## config.mk

```make
export PLATFORM = sky130hd
export DESIGN_NAME = alu_hazard_ctrl
export DESIGN_NICKNAME = d
export VERILOG_FILES = /design/src/rtl/rv32_pkg.sv /design/src/rtl/ins_reg_use.sv /design/src/rtl/alu_hazard_ctrl.sv
export SDC_FILE = /design/constraint.sdc
export NUM_CORES = 1
export LEC_CHECK = 0
export CORE_MARGIN = 3
export CORE_UTILIZATION = 40
export CTS_BUF_LIST = sky130_fd_sc_hd__clkbuf_8
export DETAILED_ROUTE_END_ITERATION = 12
export PLACE_DENSITY_LB_ADDON = 0.15
export SLEW_MARGIN = 5
export SYNTH_ARGS = -nofsm -noshare
export SYNTH_HDL_FRONTEND = slang
export SYNTH_HIERARCHICAL = 1
export SYNTH_SLANG_ARGS = --single-unit
```

## constraint.sdc

```tcl
create_clock -name clk -period 3.15 [get_ports clk]
set_input_delay 0.4725 -clock clk [delete_from_list [all_inputs] [get_ports clk]]
set_output_delay 0.4725 -clock clk [all_outputs]
set_load 0.05 [all_outputs]
```

## src/rtl/rv32_pkg.sv

```systemverilog
// Shared RV32 definitions for the ALU-stage hazard controller.
//   - opcode constants for the instruction classes the controller decodes
//   - the canonical NOP (addi x0,x0,0) driven into the ALU on a bubble
//   - forwarding-select encodings for alu_in1/alu_in2
//   - controller FSM state encoding and the in-flight slot record
package rv32_pkg;

    localparam logic [6:0] OP_R      = 7'b0110011;
    localparam logic [6:0] OP_I      = 7'b0010011;
    localparam logic [6:0] OP_LOAD   = 7'b0000011;
    localparam logic [6:0] OP_STORE  = 7'b0100011;
    localparam logic [6:0] OP_LUI    = 7'b0110111;
    localparam logic [6:0] OP_AUIPC  = 7'b0010111;
    localparam logic [6:0] OP_JAL    = 7'b1101111;
    localparam logic [6:0] OP_JALR   = 7'b1100111;
    localparam logic [6:0] OP_BRANCH = 7'b1100011;

    localparam logic [31:0] NOP = 32'h00000013;

    localparam logic [1:0] FWD_RF  = 2'b00;
    localparam logic [1:0] FWD_EX  = 2'b01;
    localparam logic [1:0] FWD_MEM = 2'b10;

    typedef enum logic [1:0] {
        ST_RUN       = 2'd0,
        ST_LOAD_WAIT = 2'd1,
        ST_FLUSH     = 2'd2
    } state_e;

    // One in-flight instruction as far as hazards are concerned.
    typedef struct packed {
        logic       we;
        logic [4:0] rd;
        logic       is_load;
    } slot_t;

    localparam slot_t SLOT_EMPTY = '0;

endpackage

```

## src/rtl/ins_reg_use.sv

```systemverilog
// Combinational register-usage decoder for one RV32 instruction.
// Ports:
//   ins        in  32  instruction word
//   uses_rs1   out 1   instruction reads rs1
//   uses_rs2   out 1   instruction reads rs2
//   writes_rd  out 1   instruction writes rd
//   is_load    out 1   instruction is a load
//   rs1/rs2/rd out 5   raw register fields
module ins_reg_use
    import rv32_pkg::*;
(
    input  logic [31:0] ins,
    output logic        uses_rs1,
    output logic        uses_rs2,
    output logic        writes_rd,
    output logic        is_load,
    output logic [4:0]  rs1,
    output logic [4:0]  rs2,
    output logic [4:0]  rd
);

    // funct3/funct7 do not affect register usage.
    logic unused_bits;
    assign unused_bits = ^{ins[31:25], ins[14:12]};

    assign rd  = ins[11:7];
    assign rs1 = ins[19:15];
    assign rs2 = ins[24:20];

    always_comb begin
        uses_rs1  = 1'b0;
        uses_rs2  = 1'b0;
        writes_rd = 1'b0;
        is_load   = 1'b0;
        case (ins[6:0])
            OP_R:      begin uses_rs1 = 1'b1; uses_rs2 = 1'b1; writes_rd = 1'b1; end
            OP_I:      begin uses_rs1 = 1'b1; writes_rd = 1'b1; end
            OP_LOAD:   begin uses_rs1 = 1'b1; writes_rd = 1'b1; is_load = 1'b1; end
            OP_STORE:  begin uses_rs1 = 1'b1; uses_rs2 = 1'b1; end
            OP_LUI:    writes_rd = 1'b1;
            OP_AUIPC:  writes_rd = 1'b1;
            OP_JAL:    writes_rd = 1'b1;
            OP_JALR:   begin uses_rs1 = 1'b1; writes_rd = 1'b1; end
            OP_BRANCH: begin uses_rs1 = 1'b1; uses_rs2 = 1'b1; end
            default:   ;
        endcase
    end

endmodule

```

## src/rtl/alu_hazard_ctrl.sv

```systemverilog
// Issue/hazard controller in front of the RV32 ALU stage. Tracks the EX
// (in ALU) and MEM (one stage later) instructions and produces forwarding
// selects, load-use bubbles, memory-wait stalls and post-redirect flushes.
// Ports:
//   clk, rst     clock; synchronous active-high reset
//   id_valid     id_ins holds a real instruction
//   id_ins       instruction offered to the ALU
//   mem_ready    data memory returned the load in the MEM slot
//   redirect     taken jump/branch in EX this cycle
//   issue        id_ins accepted into the ALU this cycle
//   stall        hold PC/fetch/decode registers
//   bubble       drive NOP into the ALU instead of id_ins
//   flush        discard fetch/decode contents
//   fwd_a/fwd_b  alu_in1/alu_in2 source (00 regfile, 01 EX, 10 MEM/WB)
//   err_timeout  sticky: a load waited MEM_TIMEOUT cycles and was dropped
//   state        FSM state for debug (0 RUN, 1 LOAD_WAIT, 2 FLUSH)
// Handshake: id_ins is consumed only in a cycle where issue=1; while stall=1
// the producer must hold id_ins/id_valid unchanged.
module alu_hazard_ctrl
    import rv32_pkg::*;
#(
    parameter int unsigned FLUSH_CYCLES = 2,
    parameter int unsigned MEM_TIMEOUT  = 15
) (
    input  logic        clk,
    input  logic        rst,
    input  logic        id_valid,
    input  logic [31:0] id_ins,
    input  logic        mem_ready,
    input  logic        redirect,
    output logic        issue,
    output logic        stall,
    output logic        bubble,
    output logic        flush,
    output logic [1:0]  fwd_a,
    output logic [1:0]  fwd_b,
    output logic        err_timeout,
    output logic [1:0]  state
);

    localparam int WAIT_W  = $clog2(MEM_TIMEOUT + 1);
    localparam int FLUSH_W = $clog2(FLUSH_CYCLES + 1);

    logic       uses_rs1, uses_rs2, writes_rd, is_load;
    logic [4:0] rs1, rs2, rd;

    ins_reg_use u_use (
        .ins       (id_ins),
        .uses_rs1  (uses_rs1),
        .uses_rs2  (uses_rs2),
        .writes_rd (writes_rd),
        .is_load   (is_load),
        .rs1       (rs1),
        .rs2       (rs2),
        .rd        (rd)
    );

    state_e               state_q, state_d;
    slot_t                ex_q, ex_d, mem_q, mem_d, id_slot;
    logic [WAIT_W-1:0]    wait_q, wait_d;
    logic [FLUSH_W-1:0]   flush_cnt_q, flush_cnt_d;
    logic                 err_q, err_d;

    logic       issue_c, stall_c, bubble_c, flush_c;
    logic [1:0] fwd_a_c, fwd_b_c;
    logic       ex_hit_a, ex_hit_b, mem_hit_a, mem_hit_b, load_use;

    assign id_slot = '{we: writes_rd, rd: rd, is_load: is_load};

    // x0 is hard-wired zero, so it never matches.
    assign ex_hit_a  = uses_rs1 && (rs1 != 5'd0) && ex_q.we  && (ex_q.rd  == rs1);
    assign ex_hit_b  = uses_rs2 && (rs2 != 5'd0) && ex_q.we  && (ex_q.rd  == rs2);
    assign mem_hit_a = uses_rs1 && (rs1 != 5'd0) && mem_q.we && (mem_q.rd == rs1);
    assign mem_hit_b = uses_rs2 && (rs2 != 5'd0) && mem_q.we && (mem_q.rd == rs2);

    assign fwd_a_c = ex_hit_a ? FWD_EX : (mem_hit_a ? FWD_MEM : FWD_RF);
    assign fwd_b_c = ex_hit_b ? FWD_EX : (mem_hit_b ? FWD_MEM : FWD_RF);

    // A load result is not available until it leaves MEM, so a consumer
    // directly behind it must wait one cycle. Only a real instruction counts.
    assign load_use = id_valid && ex_q.is_load && (ex_hit_a || ex_hit_b);

    always_comb begin
        state_d     = state_q;
        ex_d        = ex_q;
        mem_d       = mem_q;
        wait_d      = wait_q;
        flush_cnt_d = flush_cnt_q;
        err_d       = err_q;
        issue_c     = 1'b0;
        stall_c     = 1'b0;
        bubble_c    = 1'b0;
        flush_c     = 1'b0;
        case (state_q)
            ST_RUN: begin
                mem_d = ex_q;
                ex_d  = SLOT_EMPTY;
                if (redirect) begin
                    flush_c = 1'b1;
                    if (FLUSH_CYCLES > 1) begin
                        state_d     = ST_FLUSH;
                        flush_cnt_d = FLUSH_W'(FLUSH_CYCLES - 1);
                    end
                end else if (mem_q.is_load && !mem_ready) begin
                    stall_c = 1'b1;
                    mem_d   = mem_q;
                    ex_d    = ex_q;
                    wait_d  = WAIT_W'(1);
                    state_d = ST_LOAD_WAIT;
                end else if (load_use) begin
                    stall_c  = 1'b1;
                    bubble_c = 1'b1;
                end else begin
                    issue_c = id_valid;
                    if (id_valid) ex_d = id_slot;
                end
            end
            ST_LOAD_WAIT: begin
                stall_c = 1'b1;
                if (mem_ready) begin
                    mem_d   = ex_q;
                    ex_d    = SLOT_EMPTY;
                    state_d = ST_RUN;
                end else if (wait_q >= WAIT_W'(MEM_TIMEOUT)) begin
                    // Drop the whole slot, not just we, so RUN does not
                    // re-enter the wait on the same abandoned load.
                    err_d   = 1'b1;
                    mem_d   = SLOT_EMPTY;
                    state_d = ST_RUN;
                end else begin
                    wait_d = wait_q + WAIT_W'(1);
                end
            end
            ST_FLUSH: begin
                flush_c = 1'b1;
                mem_d   = ex_q;
                ex_d    = SLOT_EMPTY;
                if (flush_cnt_q <= FLUSH_W'(1)) state_d = ST_RUN;
                else flush_cnt_d = flush_cnt_q - FLUSH_W'(1);
            end
            default: state_d = ST_RUN;
        endcase
    end

    always_ff @(posedge clk) begin
        if (rst) begin
            state_q     <= ST_RUN;
            ex_q        <= SLOT_EMPTY;
            mem_q       <= SLOT_EMPTY;
            wait_q      <= '0;
            flush_cnt_q <= '0;
            err_q       <= 1'b0;
        end else begin
            state_q     <= state_d;
            ex_q        <= ex_d;
            mem_q       <= mem_d;
            wait_q      <= wait_d;
            flush_cnt_q <= flush_cnt_d;
            err_q       <= err_d;
        end
    end

    // Every output is forced low while reset is held.
    assign issue       = issue_c  & ~rst;
    assign stall       = stall_c  & ~rst;
    assign bubble      = bubble_c & ~rst;
    assign flush       = flush_c  & ~rst;
    assign fwd_a       = rst ? FWD_RF : fwd_a_c;
    assign fwd_b       = rst ? FWD_RF : fwd_b_c;
    assign err_timeout = err_q & ~rst;
    assign state       = rst ? 2'b00 : state_q;

endmodule
```

==> results of run 1 <==
## cells by family after synthesis
group	after synthesis	share of synthesized area, %
AO/OA/AOI/OAI	40	21.00
flip-flops	23	28.73
XOR/XNOR	20	10.93
adder cells (fa/ha/maj)	5	3.903
AND/OR/NAND/NOR	71	24.67
buffers and inverters	25	9.445
multiplexers	2	1.327
## worst max-delay path: stages
cell and delay (ns):
clkdlybuf4s50_1 0.47, or4_4 0.59, o21ai_4 0.19, nor3_4 0.08
o21ai_4 0.30, nor2b_1 0.26, buf_12 0.17
## power breakdown
group	total, mW	switching [mW]	internal (mW)
Clock	0.186	0.0976	0.0883
Sequential	0.313	0.0114	0.301
Combinational	0.200	0.110	0.0901
Total	0.698	0.219	0.480
## cells in the final DEF (no fill, tap or decap), drive strengths merged, types with 6 or more instances in the layout
cell / n
clkdlybuf4s50: 26
o21ai: 6
nor2: 27
a32o: 7
dfxtp: 23
buf: 14
a21oi: 8
xnor2: 12
xor2: 8
a22oi: 8
nand2: 6
nand3: 7
## Yosys cell counts, types with 2 or more instances
| cell | n |
|---|---|
| xnor2_1 | 12 |
| nor2_1 | 26 |
| o21ai_4 | 2 |
| nand2_1 | 6 |
| nand3_1 | 7 |
| buf_4 | 15 |
| a22oi_1 | 8 |
| nor4_1 | 5 |
| xor2_1 | 8 |
| a211oi_1 | 3 |
| inv_1 | 5 |
| nor3_1 | 2 |
| nor3_2 | 2 |
| o21ai_0 | 3 |
| nand2b_1 | 3 |
| a21oi_1 | 8 |
| a32o_2 | 7 |
| ha_1 | 5 |
| nand3b_1 | 4 |
| nor2b_1 | 5 |
| clkbuf_1 | 4 |
| nand4_1 | 2 |
| dfxtp_1 | 23 |
## flip-flops by register name (all words and copies together), names as in the netlist
register	cells
err_q	1
mem_q	7
ex_q	7
flush_cnt_q	2
state_q	2
wait_q	4
## path summary, 6_finish.rpt
check,start,end,slack [ns]
setup / recovery,id_ins[21],issue,0.14
hold / removal,err_q,err_q,0.48
setup reg to reg,state_q[0],ex_q[4],1.07
hold reg to reg,err_q,err_q,0.48
## what timing repair did
action | 4_1_cts | 5_1_grt
gates resized for setup | 0 | 2
setup endpoints to repair | 0 | 1
hold endpoints to repair | 0 | 0
buffers inserted | 0 | 0
hold buffers | 0 | 0
## metrics by stage
step	std cells	total power [mW]	hold WS, ns
after floorplan	186	0.4544	0.4290
after global placement	254	0.5096	0.4489
after detailed placement	254	0.5175	0.4641
after CTS	258	0.7049	0.4854
after global routing	258	0.7387	0.5272
final	258	0.6983	0.4763
## area by class of cell
type | instances | area (um2)
clock inverters | 1 | 5.005
well taps | 48 | 60.06
multi-input cells | 138 | 1001
flip-flops and latches | 23 | 460.4
fillers | 322 | 1732
inverters | 5 | 18.77
clock buffers | 3 | 41.29
repair buffers | 40 | 452.9
## layer usage
layer | vias up | routed length, um | GRT usage, %
li1 | 707 | - | -
met1 | 682 | 1753 | 22.20
met2 | 33 | 1950 | 28.71
met3 | 6 | 131 | 2.754
met4 | 0 | 54 | 5.857
met5 | - | 0 | 0
==> results.sh, run 1 <==
export IMPL_clock_latency_ns=0.26
export IMPL_num_antenna_cells=0
export IMPL_synth_area_leader_cell="dfxtp_1"
export IMPL_status="completed"
export IMPL_tns_ns=0
export IMPL_synth_area_leaders="dfxtp_1 (29%), buf_4 (7.0%), xnor2_1 (6.6%)"
export IMPL_worst_slew_pin_transition_ns=0.6115
export IMPL_cp_end_kind="output port"
export IMPL_grt_max_degree=25
export IMPL_synth_nets=228
export IMPL_setup_viol=0
export IMPL_fin_util_pct=54.08
export IMPL_placed_cell_area_um2=1983
export IMPL_grt_overflow=0
export IMPL_yosys_warnings=6
export IMPL_grt_pass1_vias=1499
export IMPL_rsz0062_at_grt="no"
export IMPL_antenna_found_initial=0
export IMPL_clkTransAtPathRegs_ns=0.08
export IMPL_htreeDepth=1
export IMPL_crit_path_start_kind="primary input"
export IMPL_reg2reg_depth=7
export IMPL_critPathArrivalTime_ns=2.53
export IMPL_fp_dieH_um=69.30
export IMPL_fmax_mhz=332.5
export IMPL_postRouteWirelength_um=3890
export IMPL_yosysUniqueCellTypes=44
export IMPL_p_per_area_nw_per_um2=342.4
export IMPL_path_class="primary input to output port"
export IMPL_cap_violations=0
export IMPL_grt_usage_pct=17.12
export IMPL_grt_pass1_wl_um=6893
export IMPL_ant_nets=0
export IMPL_synthCells=186
export IMPL_dp_hpwl_um=3091
export IMPL_place_port_buffers=37
export IMPL_nNetsFinal=253
export IMPL_leakage_nw=0.7687
export IMPL_fp_coreArea_um2=3771
export IMPL_synth_top_cell_area_share_pct=28.73
export IMPL_cts_buffer_depth=2
export IMPL_fin_crit_ns=3.007
export IMPL_finalHoldViolCount=0
export IMPL_drive_above_1_share_pct=17.62
export IMPL_slew_headroom_pct=59.23
export IMPL_via_count=1428
export IMPL_avgSynthCellArea_um2=8.617
export IMPL_wl_per_cell_um=15.08
export IMPL_path_max_fanout=9
export IMPL_tritoncts="done"
export IMPL_dp_slack_ns=0.08603
export IMPL_setup_ws_ns=0.1428
export IMPL_viasPerCell=5.535
export IMPL_die_area_um2=4802
export IMPL_min_path_cells=2
export IMPL_synth_ff_type="dfxtp_1"
export IMPL_cts_root_buf="clkbuf_8"
export IMPL_row_count=22
export IMPL_syn_to_final_growth_pct=27.24
export IMPL_start_util_pct=42.50
export IMPL_final_max_slew_violation_count=0
export IMPL_hold_class="flip-flop to flip-flop"
export IMPL_cts_sinks=23
export IMPL_final_area_um2=2039
export IMPL_ir_drop_mv=0.1801
export IMPL_place_congestion=0.9393
export IMPL_fin_crit_sh_pct=95.47
export IMPL_ys_ff_latch=23
export IMPL_drc=0
export IMPL_async_reset_ff_share_pct=0
export IMPL_synth_area_um2=1603
export IMPL_die_w_um=69.30
export IMPL_drtIter0Drc=65
export IMPL_synth_edff_count=0
export IMPL_cts_buffers=3
export IMPL_ys_seq_area_share_pct=28.73
export IMPL_worstPathRequired_ns=2.68
export IMPL_pin_count=48
export IMPL_finClkSkew_ns=0.002934
export IMPL_dr_pass1_iters=4
Note: power is estimated with default switching activity, not from simulation.
==> inputs of run 2 (changes only) <==
Settings changed: PLACE_DENSITY set to 0.8, PLACE_DENSITY_LB_ADDON 0.15 to not set.
Clock period 3.15 ns to 3.8 ns, I/O delays scaled along.
==> results.sh, run 2 (synthesized netlist as in run 1, its figures left out) <==
export IMPL_cts_sinks=23
export IMPL_cpMaxStageDelayCell="clkdlybuf4s50_1"
export IMPL_fmax_mhz=289.7
export IMPL_grt_max_degree=22
export IMPL_via_count=1393
export IMPL_fp_coreArea_um2=3771
export IMPL_crit_path_start="id_ins[0]"
export IMPL_path_max_fanout=3
export IMPL_crit_path_start_kind="primary input"
export IMPL_num_antenna_cells=0
export IMPL_cap_violations=0
export IMPL_leakage_nw=0.7187
export IMPL_worst_path_most_repeated_cell="clkdlybuf4s50_1"
export IMPL_placedCellCount=252
export IMPL_cpPeakStageDelay_ns=0.85
export IMPL_grt_overflow=0
export IMPL_fin_crit_ns=3.451
export IMPL_hold_class="flip-flop to flip-flop"
export IMPL_cts_hold_buffers=0
export IMPL_cts_root_buf="clkbuf_8"
export IMPL_ir_drop_mv=0.1589
export IMPL_wl_per_cell_um=13.60
export IMPL_clkTransAtPathRegs_ns=0.07
export IMPL_postRouteWirelength_um=3482
export IMPL_tns_ns=0
export IMPL_grt_usage_pct=14.81
export IMPL_tritoncts="done"
export IMPL_layoutNonFillerInstCount=256
export IMPL_drtIter0Drc=48
export IMPL_ctsResizeCount=0
export IMPL_worst_slew_pin_transition_ns=0.6114
export IMPL_htreeDepth=1
export IMPL_grt_pass1_vias=1322
export IMPL_die_w_um=69.30
export IMPL_slew_headroom_pct=59.24
export IMPL_fp_dieH_um=69.30
export IMPL_place_congestion=0.8162
export IMPL_syn_to_final_growth_pct=22.64
export IMPL_path_class="primary input to output port"
export IMPL_start_util_pct=42.50
export IMPL_post_cts_buffers=0
export IMPL_grt_pass1_wl_um=5913
export IMPL_top_regs="ex_q: 7 flops, mem_q: 7 flops, wait_q: 4 flops"
export IMPL_antenna_found_initial=0
export IMPL_finClkSkew_ns=0.007852
export IMPL_fin_crit_sh_pct=90.83
export IMPL_cts_buffers=3
export IMPL_r2r_start="state_q[0]"
export IMPL_drive_above_1_share_pct=12.98
export IMPL_critPathArrivalTime_ns=2.88
export IMPL_nNetsFinal=251
export IMPL_final_common_cell="clkdlybuf4s50_1"
export IMPL_status="completed"
export IMPL_finalHoldViolCount=0
export IMPL_p_per_area_nw_per_um2=290.6
export IMPL_final_max_slew_violation_count=0
export IMPL_ant_nets=0
export IMPL_cp_cell_sequence="clkdlybuf4s50_1 -> nand3b_4 -> a2111oi_2 -> o21ai_4 -> nor4_1 -> clkdlybuf4s50_1"
export IMPL_path_buf_inv=2
export IMPL_dr_pass1_iters=4
export IMPL_drc=0
export IMPL_worstPathRequired_ns=3.23
export IMPL_most_common_layout_cells="clkdlybuf4s50_1 (32), nor2_1 (26), dfxtp_1 (23)"
export IMPL_die_area_um2=4802
export IMPL_clock_latency_ns=0.27
export IMPL_place_port_buffers=37
export IMPL_row_count=22
export IMPL_cp_end_kind="output port"
export IMPL_setup_viol=0
export IMPL_cpLargestDelayFamily="buffers and inverters"
export IMPL_dp_hpwl_um=2718
export IMPL_min_from="err_q"
export IMPL_viasPerCell=5.441
export IMPL_rsz0062_at_grt="no"
export IMPL_pin_count=48
export IMPL_cts_buffer_depth=2
==> run 2: report_power, final <==
part	total [mW]	switching [mW]	leakage [nW]	internal [mW]
clock	0.151	0.0783	0.0269	0.0723
combinational	0.161	0.0873	0.506	0.0737
sequential	0.260	0.0100	0.186	0.250
total	0.571	0.176	0.719	0.396
==> run 2: worst register-to-register path: stages, from the launching register on <==
cell and delay, ns:
dfxtp_1 0.36, inv_1 0.09, ha_1 0.30, nand3b_1 0.19, a21oi_1 0.10, nor2_2 0.30
and4b_1 0.44, a32o_2 0.22
==> run 2: final timing paths <==
kind / to / slack [ns] / cells after the start
max: fwd_b[0] / 0.35 / 6
min: err_q / 0.47 / 2
max reg2reg: ex_q[3] / 1.75 / 7
min reg2reg: err_q / 0.47 / 2
==> run 2: layout make-up <==
cell class | instances | area [um2]
clock buffers | 3 | 41.29
clock inverters | 1 | 3.754
fillers | 345 | 1805
inverters | 5 | 18.77
multi-input cells | 138 | 991.0
flip-flops and latches | 23 | 460.4
well taps | 48 | 60.06
repair buffers | 38 | 390.4
==> run 2: stage by stage <==
step,power [mW],hold WS (ns),setup slack [ns],util [%],cell area [um2]
2_1_floorplan,0.3767,0.4290,0.4693,-,1603
3_3_place_gp,0.4224,0.4572,0.3760,50.93,1921
3_5_place_dp,0.4258,0.4668,0.2958,50.93,1921
4_1_cts,0.5771,0.4850,0.3102,52.12,1966
5_1_grt,0.5980,0.5150,0.2024,52.12,1966
6_report,0.5713,0.4704,0.3485,52.12,1966
==> run 2: metal layers <==
metal / GRT usage, % / vias to the layer above / part of all wire (%)
met5: 0 / - / 0
met4: 4.338 / 0 / 0.83
met1: 18.66 / 657 / 44
met2: 25.42 / 30 / 49
met3: 2.899 / 3 / 5.3
li1: - / 703 / -
==> inputs of run 3 (changes only) <==
Settings changed: CORE_UTILIZATION 40 to 52, PLACE_DENSITY 0.8 to 0.95, SLEW_MARGIN 5 to 20.
==> results.sh, run 3 (synthesized netlist as in run 1, its figures left out) <==
export IMPL_finalHoldViolCount=0
export IMPL_pin_count=48
export IMPL_p_per_area_nw_per_um2=293.9
export IMPL_cts_root_buf="clkbuf_8"
export IMPL_finClkSkew_ns=0.001700
export IMPL_cts_sinks=23
export IMPL_cp_end_kind="output port"
export IMPL_start_util_pct=56.18
export IMPL_num_antenna_cells=0
export IMPL_post_cts_buffers=0
export IMPL_fillCellCount=238
export IMPL_clkTransAtPathRegs_ns=0.08
export IMPL_grt_pass1_vias=1322
export IMPL_drtIter0Drc=49
export IMPL_leakage_nw=0.7208
export IMPL_top_regs="ex_q: 7 flops, mem_q: 7 flops, wait_q: 4 flops"
export IMPL_nNetsFinal=251
export IMPL_drc=0
export IMPL_cts_buffers=3
export IMPL_htreeDepth=1
export IMPL_seq_area_um2=460.4
export IMPL_crit_path_start_kind="primary input"
export IMPL_path_max_fanout=4
export IMPL_final_common_cell="clkdlybuf4s50_1"
export IMPL_grt_usage_pct=20.49
export IMPL_place_congestion=0.8099
export IMPL_setup_viol=0
export IMPL_ir_drop_mv=0.1697
export IMPL_ant_nets=0
export IMPL_multi_input_comb_area_um2=991.0
export IMPL_cts_buffer_depth=2
export IMPL_drive_above_1_share_pct=13.46
export IMPL_most_common_layout_cells="clkdlybuf4s50_1 (31), nor2_1 (26), dfxtp_1 (23)"
export IMPL_status="completed"
export IMPL_final_max_slew_violation_count=0
export IMPL_clock_latency_ns=0.27
export IMPL_dr_pass1_iters=4
export IMPL_cap_violations=0
export IMPL_viasPerCell=6.017
export IMPL_antenna_found_initial=0
export IMPL_postRouteWirelength_um=3541
export IMPL_grt_max_degree=27
export IMPL_syn_to_final_growth_pct=21.16
export IMPL_wl_per_cell_um=14.82
export IMPL_die_area_um2=3785
export IMPL_fp_coreArea_um2=2853
export IMPL_place_port_buffers=37
export IMPL_cts_hold_buffers=0
export IMPL_layoutNonFillerInstCount=239
export IMPL_rsz0062_at_grt="no"
export IMPL_hold_class="flip-flop to flip-flop"
export IMPL_dp_hpwl_um=2765
export IMPL_row_count=19
export IMPL_grt_overflow=0
export IMPL_fp_dieH_um=61.52
export IMPL_fin_crit_ns=3.303
export IMPL_placedCellCount=235
export IMPL_tritoncts="done"
export IMPL_worst_slew_pin_transition_ns=0.5657
export IMPL_fin_crit_sh_pct=86.91
export IMPL_slew_headroom_pct=62.29
export IMPL_worstPathRequired_ns=3.23
export IMPL_die_w_um=61.52
export IMPL_tns_ns=0
export IMPL_ctsResizeCount=0
export IMPL_fmax_mhz=302.8
export IMPL_critPathArrivalTime_ns=2.73
export IMPL_grt_pass1_wl_um=5830
export IMPL_path_class="primary input to output port"
export IMPL_power_mw=0.5708
export IMPL_via_count=1438
-- run 3: metal layers --
layer | vias to the layer above | part of all wire [%] | global-route usage (%)
met4 | 0 | 3.0 | 8.788
met1 | 676 | 44 | 25.92
met3 | 10 | 6.3 | 1.887
met2 | 50 | 46 | 35.28
met5 | - | 0 | 0
li1 | 702 | - | -
-- run 3: path summary, 6_finish.rpt --
check,from,endpoint,slack [ns],cells past startpoint
max,id_ins[6],fwd_a[0],0.50,6
min,err_q,err_q,0.48,2
max reg2reg,state_q[0],ex_q[6],1.75,7
min reg2reg,err_q,err_q,0.48,2
-- run 3: cell type report --
| type | count | area share (%) |
|---|---|---|
| Multi-Input combinational cell | 138 | 51.03 |
| Sequential cell | 23 | 23.71 |
| Timing Repair Buffer | 38 | 19.97 |
| Clock buffer | 3 | 2.126 |
| Tap cell | 31 | 1.997 |
| Inverter | 5 | 0.9665 |
| Clock inverter | 1 | 0.1933 |
-- run 3: per-stage QoR --
step,hold slack (ns),cell area [um2],setup WS [ns],utilization (%)
after floorplan,0.4290,1603,0.4693,-
after global placement,0.4530,1897,0.5481,66.49
after detailed placement,0.4722,1897,0.5121,66.49
after CTS,0.4818,1942,0.5058,68.07
after global routing,0.5255,1942,0.3408,68.07
final,0.4766,1942,0.4974,68.07
-- run 3: critical path: stages --
cell and delay (ns):
clkdlybuf4s50_1 0.47, or2_1 0.26, a21oi_1 0.19, o21ai_2 0.11, nor4_1 0.28, clkdlybuf4s50_1 0.86
-- run 3: power by group --
group | switching, mW | total (mW) | leakage, nW | internal, mW
sequential | 0.00986 | 0.259 | 0.186 | 0.250
combinational | 0.0877 | 0.161 | 0.508 | 0.0737
clock | 0.0777 | 0.150 | 0.0269 | 0.0723
